===== src/rtl/cmip_app_cnt.sv =====
// Generic event counter: increments by one on inc_i, wraps at 2^WIDTH.
// Ports: clk, rst_n (synchronous, active-low), inc_i (event), cnt_o (count).
module cmip_app_cnt #(
  parameter int WIDTH = 32
) (
  input  logic             clk,
  input  logic             rst_n,
  input  logic             inc_i,
  output logic [WIDTH-1:0] cnt_o
);

  logic [WIDTH-1:0] cnt_q;

  // Event count register, free-running wrap
  always_ff @(posedge clk) begin
    if (!rst_n) begin
      cnt_q <= {WIDTH{1'b0}};
    end else if (inc_i) begin
      cnt_q <= cnt_q + {{(WIDTH-1){1'b0}}, 1'b1};
    end else begin
      cnt_q <= cnt_q;
    end
  end

  assign cnt_o = cnt_q;

endmodule


===== config.mk =====
export PLATFORM = sky130hd
export DESIGN_NAME = cmip_app_cnt
export DESIGN_NICKNAME = d
export VERILOG_FILES = /design/src/rtl/cmip_app_cnt.sv
export SDC_FILE = /design/constraint.sdc
export NUM_CORES = 1
export LEC_CHECK = 0
export CORE_MARGIN = 2
export CORE_UTILIZATION = 35
export CTS_CLUSTER_SIZE = 16
export DETAILED_ROUTE_END_ITERATION = 12
export PLACE_DENSITY_LB_ADDON = 0.3
export SLEW_MARGIN = 25
export SYNTH_ARGS = -nofsm -noshare
export SYNTH_HDL_FRONTEND = slang
export SYNTH_SLANG_ARGS = --single-unit

===== constraint.sdc =====
create_clock -name clk -period 3.05 [get_ports clk]
set_input_delay 0.915 -clock clk [delete_from_list [all_inputs] [get_ports clk]]
set_output_delay 0.915 -clock clk [all_outputs]
set_load 0.05 [all_outputs]

==> flow_metrics.py <==
metrics = {
    "outcome": {
        "status": "completed",
    },
    "floorplan": {
        "io_pins": 35,
        "die_area_mm2": 0.00502,
        "dieWidth_um": 70.8,
        "die_h_um": 70.8,
        "fp-row-count": 24,
        "start_util_pct": 36.1,
        "fp.coreArea_mm2": 0.00432,
    },
    "synth": {
        "synthFlopType": "dfxtp_1",
        "yosys.area.top_type": "dfxtp_1",
        "synth_edf_count": 0,
        "ys_async_sr_fraction_pct": 0,
        "avgSynthCellArea_um2": 8.88,
        "synthTopCellsByArea": "dfxtp_1 41%, xor2_1 5.0%, nand2b_1 4.0%",
        "yosysWarnings": 0,
        "syn_inst": 176,
        "syn_area_mm2": 0.00156,
        "synth_fp_nets": 180,
        "synth_top_area_share_pct": 41.0,
        "ys_seq_area_share_pct": 41.0,
        "ys_ff_latch": 32,
        "ys_types": 35,
    },
    "power": {
        "ir_worst_vdd_v": 0.000229,
        "p_switching_mw": 0.182,
        "pwr-share-clk_pct": 41.9,
        "p_leak_nw": 0.659,
        "pwr_density_cell_mw_per_mm2": 396,
        "internal_power_mw": 0.619,
        "pwr-share-seq_pct": 52.9,
        "power_frac_comb_pct": 5.1,
        "p_sw_share_pct": 22.7,
    },
    "cells_and_area": {
        "fin_area_mm2": 0.00202,
        "fin_nets": 213,
        "post-route-util_pct": 46.8,
        "diodes": 0,
        "area_growth_syn_to_layout_pct": 29.4,
        "fillers": 444,
        "drive_above_1_share_pct": 7.14,
        "largest_reg_flops": 32,
    },
    "worst_setup_path": {
        "r2r-start": "cnt_o[8]$_SDFFE_PN0P_",
        "startpoint_type": "register",
        "cp_num_buf_inv": 1,
        "worstSetupPathDepth": 1,
        "critPathTopFamily": "buffers and inverters",
        "arrival_ps": 1580,
        "crit_chain": "clkdlybuf4s50_1",
        "slowest_stage": "clkdlybuf4s50_1",
        "crit_fanout": 6,
        "worstPathRequired_ps": 2130,
        "worst-r2r-cell-count": 4,
        "worst_path_largest_cell_delay_ps": 850,
        "critPathLaunch": "cnt_o[8]$_SDFFE_PN0P_",
        "worstSetupPathType": "register to output pin",
        "cp-end-kind": "output pin",
    },
    "timing": {
        "relSlewSlack_pct": 57.2,
        "skew_ps": 5.19,
        "period_needed_ps": 2500,
        "finalMaxSlewViolations": 0,
        "fmax_mhz": 401,
        "finalCritPeriodShare_pct": 81.9,
        "hold_violations": 0,
        "finalSetupViolCount": 0,
        "tns_ps": 0,
        "rsz0062_at_grt": "false",
        "hold-worst-slack_ps": 473,
        "tightest_slew_ps": 642,
        "setup_slack_ps": 553,
    },
    "clock_tree": {
        "cts_inserted_buffers": 5,
        "clockBufferDepth": 2,
        "cts_root_buffer": "clkbuf_8",
        "cts_repair_resize_count": 0,
        "path_clk_slew_ps": 70,
        "cts_setup_buffers": 0,
        "hold_buffers": 0,
        "clk_latency_ps": 280,
        "htreeDepth": 2,
        "clock_sinks": 32,
        "cts_tree": "done",
    },
    "place": {
        "numPortBuffers": 34,
        "post-dp-hpwl_mm": 2.36,
        "place_area_mm2": 0.00193,
        "gp_congestion": 0.694,
        "dp_slack_ps": 390,
    },
    "routing": {
        "drc": 0,
        "drtPass1Iterations": 4,
        "vias_per_cell": 5.45,
        "vias": 1429,
        "wire_per_inst_um": 13.2,
        "ant_nets": 0,
        "first_iter_violations": 64,
        "wirelength_mm": 3.45,
    },
    "global_routing": {
        "grt_pass1_wl_mm": 6.00,
        "track_usage_pct": 14.9,
        "antenna_found_initial": 0,
        "grt_pass1_vias": 1306,
        "grt_overflow": 0,
        "grt_start_max_net_pins": 23,
    },
    "min_path": {
        "hold_path_depth": 2,
        "holdCritStartpoint": "cnt_o[31]$_SDFFE_PN0P_",
        "hold_class": "register to register",
    },
    "job": {
        "cap_viol_max_count": 0,
    },
}
worst paths after layout:
check | to | slack (ps)
setup / recovery | cnt_o[8] | 550
hold / removal | cnt_o[31]$_SDFFE_PN0P_ | 470
setup reg to reg | cnt_o[31]$_SDFFE_PN0P_ | 1130
hold reg to reg | cnt_o[31]$_SDFFE_PN0P_ | 470
metal layers:
metal | vias to the layer above | track usage (%) | wire length (um)
met5 | - | 0 | 0
met4 | 0 | 5.66 | 25
met3 | 2 | 5.41 | 245
met2 | 41 | 23.2 | 1520
met1 | 673 | 18.9 | 1660
li1 | 713 | - | -
metrics by stage:
stage	std cells	power, mW
final	262	0.801
after global routing	262	0.840
after CTS	262	0.816
after detailed placement	254	0.475
after global placement	254	0.475
after floorplan	176	0.461
cells by family (layout without fill, tap and decap cells):
family          Yosys count  in the layout  synth area share [%]
compound gates           30             30                  14.9
xor+xnor                 13             13                  7.29
fa+ha+maj                 1              1                 0.801
flops                    32             32                  41.0
buf+inv                  17             51                  5.44
mux                       4              4                  2.56
simple gates             79             79                  28.0
Yosys cell counts (4+ instances only):
cell type	instances
nand2b_1	10
clkbuf_1	8
xor2_1	9
o21ai_0	4
or3_1	4
inv_1	5
nand3_1	9
nor2_1	14
dfxtp_1	32
nand4_1	10
xnor2_1	4
o311ai_0	5
o41ai_1	7
a21oi_1	7
nand2_1	13
mux2i_1	4
final cells by class:
type	count	area [um2]	share of cell area, %
Multi-Input combinational cell	127	837	41.4
Sequential cell	32	641	31.7
Timing Repair Buffer	38	370	18.3
Clock buffer	8	90.1	4.46
Tap cell	52	65.1	3.22
Inverter	5	18.8	0.928
cell usage in the layout (no fill, tap or decap), drive strengths merged, types with 2 or more instances in the layout:
| cell type | instances |
|---|---|
| mux2i | 4 |
| and3 | 3 |
| o21ai | 4 |
| inv | 5 |
| buf | 4 |
| nor3 | 2 |
| clkdlybuf4s50 | 34 |
| xor2 | 9 |
| or3 | 4 |
| nand2 | 13 |
| and4 | 3 |
| xnor2 | 4 |
| clkbuf | 8 |
| o41ai | 8 |
| or4 | 4 |
| nor4 | 3 |
| nor2 | 14 |
| o311ai | 8 |
| nand4 | 11 |
| nand2b | 10 |
| o31ai | 3 |
| dfxtp | 32 |
| nand3 | 9 |
| a21oi | 7 |
power by group through the flow:
stage          Combinational [mW]  Sequential, mW  Clock [mW]
3_3_place_gp               0.0415           0.433           0
2_1_floorplan              0.0188           0.443           0
6_report                   0.0412           0.424       0.336
5_1_grt                    0.0448           0.424       0.371
3_5_place_dp               0.0418           0.433           0
4_1_cts                    0.0419           0.424       0.350
Power figures use the tool's default switching activity.
